### src/rtl/reaction_pkg.sv
// Shared definitions for the reaction-timer round sequencer: state encoding
// and default timing limits in milliseconds.
package reaction_pkg;

    localparam int MS_W_DEF       = 14;
    localparam int MAX_MS_DEF     = 9999;
    localparam int NO_RESP_MS_DEF = 2000;

    typedef enum logic [2:0] {
        ST_IDLE   = 3'd0,
        ST_LIGHTS = 3'd1,
        ST_DELAY  = 3'd2,
        ST_REACT  = 3'd3,
        ST_SHOW   = 3'd4,
        ST_FOUL   = 3'd5
    } state_t;

endpackage

### src/rtl/key_edge.sv
// Press detector for an active-low, already synchronised key.
// held_r stores the active-high "key was down last cycle" bit. It resets to
// 1 so that a key held down through reset is treated as already pressed and
// produces no press until it has been released and pressed again.
module key_edge (
    input  logic clk,
    input  logic reset,
    input  logic key_n,
    output logic press
);

    logic held_r;

    // Track the previous-cycle pressed state of the key.
    always_ff @(posedge clk) begin
        if (reset) begin
            held_r <= 1'b1;
        end else begin
            held_r <= ~key_n;
        end
    end

    assign press = ~key_n & ~held_r;

endmodule

### src/rtl/reaction_ctrl.sv
// Round sequencer for the reaction-timer game: starts the light sequencer,
// loads the random delay, measures reaction time after lights-out, flags jump
// starts and no-response rounds, and keeps the best time of the session.
import reaction_pkg::*;

module reaction_ctrl #(
    parameter int MS_W       = MS_W_DEF,
    parameter int MAX_MS     = MAX_MS_DEF,
    parameter int NO_RESP_MS = NO_RESP_MS_DEF
) (
    input  logic            clk,
    input  logic            reset,
    input  logic            tick_ms,
    input  logic            trigger,
    input  logic            react_key,
    input  logic            start_delay,
    input  logic            time_out,
    output logic            start_lights,
    output logic            load_delay,
    output logic            react_led,
    output logic [MS_W-1:0] result_ms,
    output logic            result_valid,
    output logic [MS_W-1:0] best_ms,
    output logic            best_valid,
    output logic            foul,
    output logic            no_resp
);

    localparam logic [MS_W-1:0] MAX_C     = MS_W'(MAX_MS);
    localparam logic [MS_W-1:0] NO_RESP_C = MS_W'(NO_RESP_MS);

    state_t          state_r;
    state_t          state_nxt_s;
    logic            trig_press_s;
    logic            react_press_s;
    logic            start_round_s;
    logic            load_s;
    logic            clr_cnt_s;
    logic            hit_s;
    logic            miss_s;
    logic            foul_ev_s;

    logic [MS_W-1:0] cnt_r;
    logic            start_lights_r;
    logic            load_delay_r;
    logic            react_led_r;
    logic [MS_W-1:0] result_ms_r;
    logic            result_valid_r;
    logic [MS_W-1:0] best_ms_r;
    logic            best_valid_r;
    logic            foul_r;
    logic            no_resp_r;

    key_edge u_trig_edge (
        .clk   (clk),
        .reset (reset),
        .key_n (trigger),
        .press (trig_press_s)
    );

    key_edge u_react_edge (
        .clk   (clk),
        .reset (reset),
        .key_n (react_key),
        .press (react_press_s)
    );

    // State register.
    always_ff @(posedge clk) begin
        if (reset) begin
            state_r <= ST_IDLE;
        end else begin
            state_r <= state_nxt_s;
        end
    end

    // Next-state decode and one-cycle event strobes; a react press wins over
    // a simultaneous start_delay/time_out (foul) and over the window expiry.
    always_comb begin
        state_nxt_s   = state_r;
        start_round_s = 1'b0;
        load_s        = 1'b0;
        clr_cnt_s     = 1'b0;
        hit_s         = 1'b0;
        miss_s        = 1'b0;
        foul_ev_s     = 1'b0;
        case (state_r)
            ST_IDLE, ST_SHOW, ST_FOUL: begin
                if (trig_press_s) begin
                    state_nxt_s   = ST_LIGHTS;
                    start_round_s = 1'b1;
                end else begin
                    state_nxt_s = state_r;
                end
            end
            ST_LIGHTS: begin
                if (react_press_s) begin
                    state_nxt_s = ST_FOUL;
                    foul_ev_s   = 1'b1;
                end else if (start_delay) begin
                    state_nxt_s = ST_DELAY;
                    load_s      = 1'b1;
                end else begin
                    state_nxt_s = ST_LIGHTS;
                end
            end
            ST_DELAY: begin
                if (react_press_s) begin
                    state_nxt_s = ST_FOUL;
                    foul_ev_s   = 1'b1;
                end else if (time_out) begin
                    state_nxt_s = ST_REACT;
                    clr_cnt_s   = 1'b1;
                end else begin
                    state_nxt_s = ST_DELAY;
                end
            end
            ST_REACT: begin
                if (react_press_s) begin
                    state_nxt_s = ST_SHOW;
                    hit_s       = 1'b1;
                end else if (cnt_r == NO_RESP_C) begin
                    state_nxt_s = ST_SHOW;
                    miss_s      = 1'b1;
                end else begin
                    state_nxt_s = ST_REACT;
                end
            end
            default: begin
                state_nxt_s = ST_IDLE;
            end
        endcase
    end

    // Reaction counter: cleared on lights-out, counts ms in REACT, saturates.
    always_ff @(posedge clk) begin
        if (reset) begin
            cnt_r <= {MS_W{1'b0}};
        end else if (clr_cnt_s) begin
            cnt_r <= {MS_W{1'b0}};
        end else if ((state_r == ST_REACT) && tick_ms && (cnt_r != MAX_C)) begin
            cnt_r <= cnt_r + MS_W'(1);
        end else begin
            cnt_r <= cnt_r;
        end
    end

    // Registered pulse and indicator outputs.
    always_ff @(posedge clk) begin
        if (reset) begin
            start_lights_r <= 1'b0;
            load_delay_r   <= 1'b0;
            react_led_r    <= 1'b0;
        end else begin
            start_lights_r <= start_round_s;
            load_delay_r   <= load_s;
            react_led_r    <= (state_nxt_s == ST_REACT);
        end
    end

    // Round outcome registers: result, best time and status flags.
    always_ff @(posedge clk) begin
        if (reset) begin
            result_ms_r    <= {MS_W{1'b0}};
            result_valid_r <= 1'b0;
            best_ms_r      <= MAX_C;
            best_valid_r   <= 1'b0;
            foul_r         <= 1'b0;
            no_resp_r      <= 1'b0;
        end else if (start_round_s) begin
            result_valid_r <= 1'b0;
            foul_r         <= 1'b0;
            no_resp_r      <= 1'b0;
        end else if (foul_ev_s) begin
            foul_r         <= 1'b1;
            result_valid_r <= 1'b0;
        end else if (hit_s) begin
            result_ms_r    <= cnt_r;
            result_valid_r <= 1'b1;
            if (!best_valid_r || (cnt_r < best_ms_r)) begin
                best_ms_r    <= cnt_r;
                best_valid_r <= 1'b1;
            end else begin
                best_ms_r    <= best_ms_r;
                best_valid_r <= best_valid_r;
            end
        end else if (miss_s) begin
            no_resp_r      <= 1'b1;
            result_ms_r    <= MAX_C;
            result_valid_r <= 1'b0;
        end else begin
            result_ms_r    <= result_ms_r;
            result_valid_r <= result_valid_r;
        end
    end

    assign start_lights = start_lights_r;
    assign load_delay   = load_delay_r;
    assign react_led    = react_led_r;
    assign result_ms    = result_ms_r;
    assign result_valid = result_valid_r;
    assign best_ms      = best_ms_r;
    assign best_valid   = best_valid_r;
    assign foul         = foul_r;
    assign no_resp      = no_resp_r;

endmodule

### config.mk
export PLATFORM = sky130hd
export DESIGN_NAME = reaction_ctrl
export DESIGN_NICKNAME = d
export VERILOG_FILES = /design/src/rtl/reaction_pkg.sv /design/src/rtl/key_edge.sv /design/src/rtl/reaction_ctrl.sv
export SDC_FILE = /design/constraint.sdc
export NUM_CORES = 1
export LEC_CHECK = 0
export ABC_AREA = 1
export BUFFER_PORTS_ARGS = -buffer_cell sky130_fd_sc_hd__buf_2
export CELL_PAD_IN_SITES_DETAIL_PLACEMENT = 1
export CELL_PAD_IN_SITES_GLOBAL_PLACEMENT = 2
export CORE_ASPECT_RATIO = 1.25
export CORE_UTILIZATION = 29
export DETAILED_ROUTE_END_ITERATION = 12
export PLACE_DENSITY_LB_ADDON = 0.1
export SLEW_MARGIN = 20
export SYNTH_ARGS = -nofsm -noshare
export SYNTH_HDL_FRONTEND = slang
export SYNTH_HIERARCHICAL = 1
export SYNTH_SLANG_ARGS = --single-unit
### constraint.sdc
create_clock -name clk -period 1.7 [get_ports clk]
set_input_delay 0.51 -clock clk [delete_from_list [all_inputs] [get_ports clk]]
set_output_delay 0.51 -clock clk [all_outputs]
set_load 0.01 [all_outputs]
==> flow_metrics.py <==
metrics = {
    "worst_setup_path": {
        "crit_arrival_ps": 1830,
        "startpoint": "best_ms[13]",
        "r2r_end": "best_ms[7]",
        "required_ps": 1890,
        "critPathKind": "reg2reg",
        "rr_worst_depth": 12,
        "critPathLaunchType": "flip-flop",
        "path_max_fanout": 5,
        "r2r_setup_slack_ps": 60,
        "r2r_start": "best_ms[13]",
        "end_kind": "flip-flop",
    },
    "logic_synthesis": {
        "synth_ff_type": "dfxtp_1",
        "syn_nets": 422,
        "synth_seq_area_share": 0.372,
        "netlist_area_sq_um": 2910,
        "ys_warn_count": 6,
        "synth_area_per_cell_sq_um": 7.27,
        "synthCells": 400,
        "synth_edf_count": 0,
        "ys_types": 33,
        "ys_seq_elements": 54,
        "async_reset_ff_frac": 0,
    },
    "detailed_routing": {
        "via_per_inst": 4.60,
        "drtIter0Drc": 102,
        "ant_nets": 0,
        "wire_per_inst_microns": 15.0,
        "vias": 2797,
        "firstDrtPassIters": 4,
        "totalWireLength_microns": 9110,
        "drc": 0,
    },
    "placement": {
        "portBuffers": 41,
        "placedCellCount": 596,
        "place.gp.congestion": 0.785,
        "dp_hpwl_microns": 6960,
    },
    "floorplanning": {
        "rows": 40,
        "die_w_microns": 91.6,
        "ios": 42,
        "start_util": 0.301,
        "core_area_sq_um": 9660,
        "die_h_microns": 114,
        "dieArea_sq_um": 10400,
    },
    "timing": {
        "maxSlewHeadroom": 0.687,
        "hold_ws_ps": 383,
        "hold_viol": 0,
        "rsz0062_at_grt": "true",
        "max_freq_mhz": 610,
        "layout_worst_path_cycle_share": 0.964,
        "skew_ps": 5.31,
        "finalCriticalPeriod_ps": 1640,
        "tns_ps": 0,
        "setup_viol": 0,
        "worst_slew_pin_slew_ps": 465,
        "slew_viol_final": 0,
    },
    "worst_hold_path": {
        "min-delay-start": "trigger",
        "hold_class": "in2reg",
        "holdPathStages": 2,
        "holdPathEnd": "u_trig_edge/held_r",
    },
    "cells_and_area": {
        "n_antenna_cell": 0,
        "num-fill-cells": 1189,
        "drive_gt1_frac": 0.409,
        "nNetsFinal": 503,
        "area_growth_pct": 37.8,
        "layoutNonFillerInstCount": 608,
    },
    "cts": {
        "clock_path_buffers": 2,
        "clock_latency_ps": 300,
        "ctsHoldBuffers": 0,
        "numCtsBuffers": 5,
        "root_buffer": "clkbuf_16",
        "h-tree-depth": 2,
        "cts_tree": "yes",
        "cts_sinks": 54,
        "cts.clk_slew.worst_paths_ps": 70,
    },
    "global_route": {
        "grt_use_total": 0.179,
        "grt_pass1_vias": 2879,
        "grt.overflow.total": 0,
        "grt_max_degree": 21,
        "grt_pass1_wl_microns": 14400,
        "antenna_found_initial": 0,
    },
    "power": {
        "p_leak_nw": 1.85,
        "vdd_drop_max_v": 0.000370,
        "power.density_nw_per_um2": 641,
    },
    "outcome": {
        "status": "complete, no violations",
    },
    "run": {
        "cap_violations": 0,
    },
}
==> placed cells by master, fill, tap and decap left out, drive strengths merged <==
| cell type | synthesis | final |
|---|---|---|
| o21ai | 16 | 16 |
| clkinv | 3 | 4 |
| xnor2 | 2 | 2 |
| a21oi | 40 | 40 |
| nand3 | 40 | 41 |
| o31ai | 1 | 1 |
| inv | 58 | 58 |
| dfxtp | 54 | 54 |
| nand4 | 2 | 2 |
| ha | 15 | 15 |
| nor3 | 6 | 6 |
| nor2 | 36 | 36 |
| buf | 14 | 87 |
| xor2 | 9 | 9 |
| o21ba | 1 | 1 |
| clkbuf | 1 | 7 |
| nor4 | 1 | 1 |
| nand2 | 100 | 101 |
| o21a | 1 | 1 |
==> per-layer routing <==
layer  global-route usage  share of wire  vias up
li1                     -              -     1421
met1                0.206           0.43     1332
met2                0.339           0.54       34
met3               0.0260          0.020       10
met4               0.0508          0.014        0
met5                    0              0        -
==> kinds of logic (layout without fill, tap and decap cells) <==
logic type / Yosys count / in the layout / share of synthesized area
XOR/XNOR: 11 / 11 / 0.0331
adder cells (fa/ha/maj): 15 / 15 / 0.0645
AO/OA/AOI/OAI: 59 / 59 / 0.127
buffers and inverters: 76 / 156 / 0.116
AND/OR/NAND/NOR: 185 / 187 / 0.288
flip-flops: 54 / 54 / 0.372
==> report_power, final <==
part | total [mW] | leakage, nW | internal [mW] | switching (mW)
Combinational | 0.168 | 1.33 | 0.0625 | 0.106
Clock | 1.11 | 0.0801 | 0.630 | 0.477
Sequential | 1.29 | 0.438 | 1.28 | 0.0132
Total | 2.57 | 1.85 | 1.97 | 0.596
==> layout make-up <==
| class | count | area (sq um) | area share |
|---|---|---|---|
| clock inverters | 1 | 8.76 | 0.00219 |
| well taps | 126 | 158 | 0.0393 |
| inverters | 61 | 231 | 0.0578 |
| repair buffers | 87 | 586 | 0.146 |
| flip-flops and latches | 54 | 1100 | 0.275 |
| clock buffers | 7 | 153 | 0.0381 |
| multi-input cells | 272 | 1770 | 0.441 |
==> how the worst max path moves through the flow <==
stage / endpoint / depth (start not counted)
5_1_grt: best_ms[12] / 13
2_1_floorplan: best_ms[4] / 12
6_report: best_ms[7] / 12
3_5_place_dp: best_ms[7] / 13
3_3_place_gp: best_ms[4] / 13
4_1_cts: best_ms[4] / 12
==> critical path, stage by stage, from the launching register on <==
cell and delay (ps):
dfxtp_2 340, inv_2 40, ha_4 270, nand2_4 50, nor2_4 110, nand2_2 70
nor2_2 110, nand2_2 60, nand2_2 70, nand2_4 90, buf_6 150, a21oi_1 110
nor2_1 50
==> sequential cells by signal, summed over array words and instances, names as in the netlist, 3 cells and up <==
register / flops
state_r: 3
best_ms: 14
result_ms: 14
cnt_r: 14
==> Yosys cell counts, types with 5 or more instances <==
cell,count,area [sq um]
xor2_1,9,78.8
inv_2,9,33.8
o21ai_0,6,30.0
o21ai_2,9,78.8
a21oi_2,5,43.8
nand2_1,97,364
ha_1,15,188
nor2_1,33,124
dfxtp_1,54,1080
nor3_1,5,25.0
inv_1,49,184
buf_2,7,35.0
a21oi_1,35,175
nand3_1,39,195
==> metrics by stage <==
step	worst slack [ps]	power, mW	instance area (sq um)	utilization
after global placement	-89.8	1.49	3510	0.363
after CTS	4.19	2.61	3770	0.391
after global routing	-39.2	2.68	4010	0.415
final	60.7	2.57	4010	0.415
after detailed placement	-111	1.49	3510	0.363
after floorplan	61.0	1.43	2910	-
==> what timing repair did <==
item,4_1_cts,5_1_grt
cloned,1,2
pin swaps,8,27
gates resized for setup,27,54
setup endpoints to repair,14,45
buffers inserted,1,1
Power figures use the tool's default switching activity.
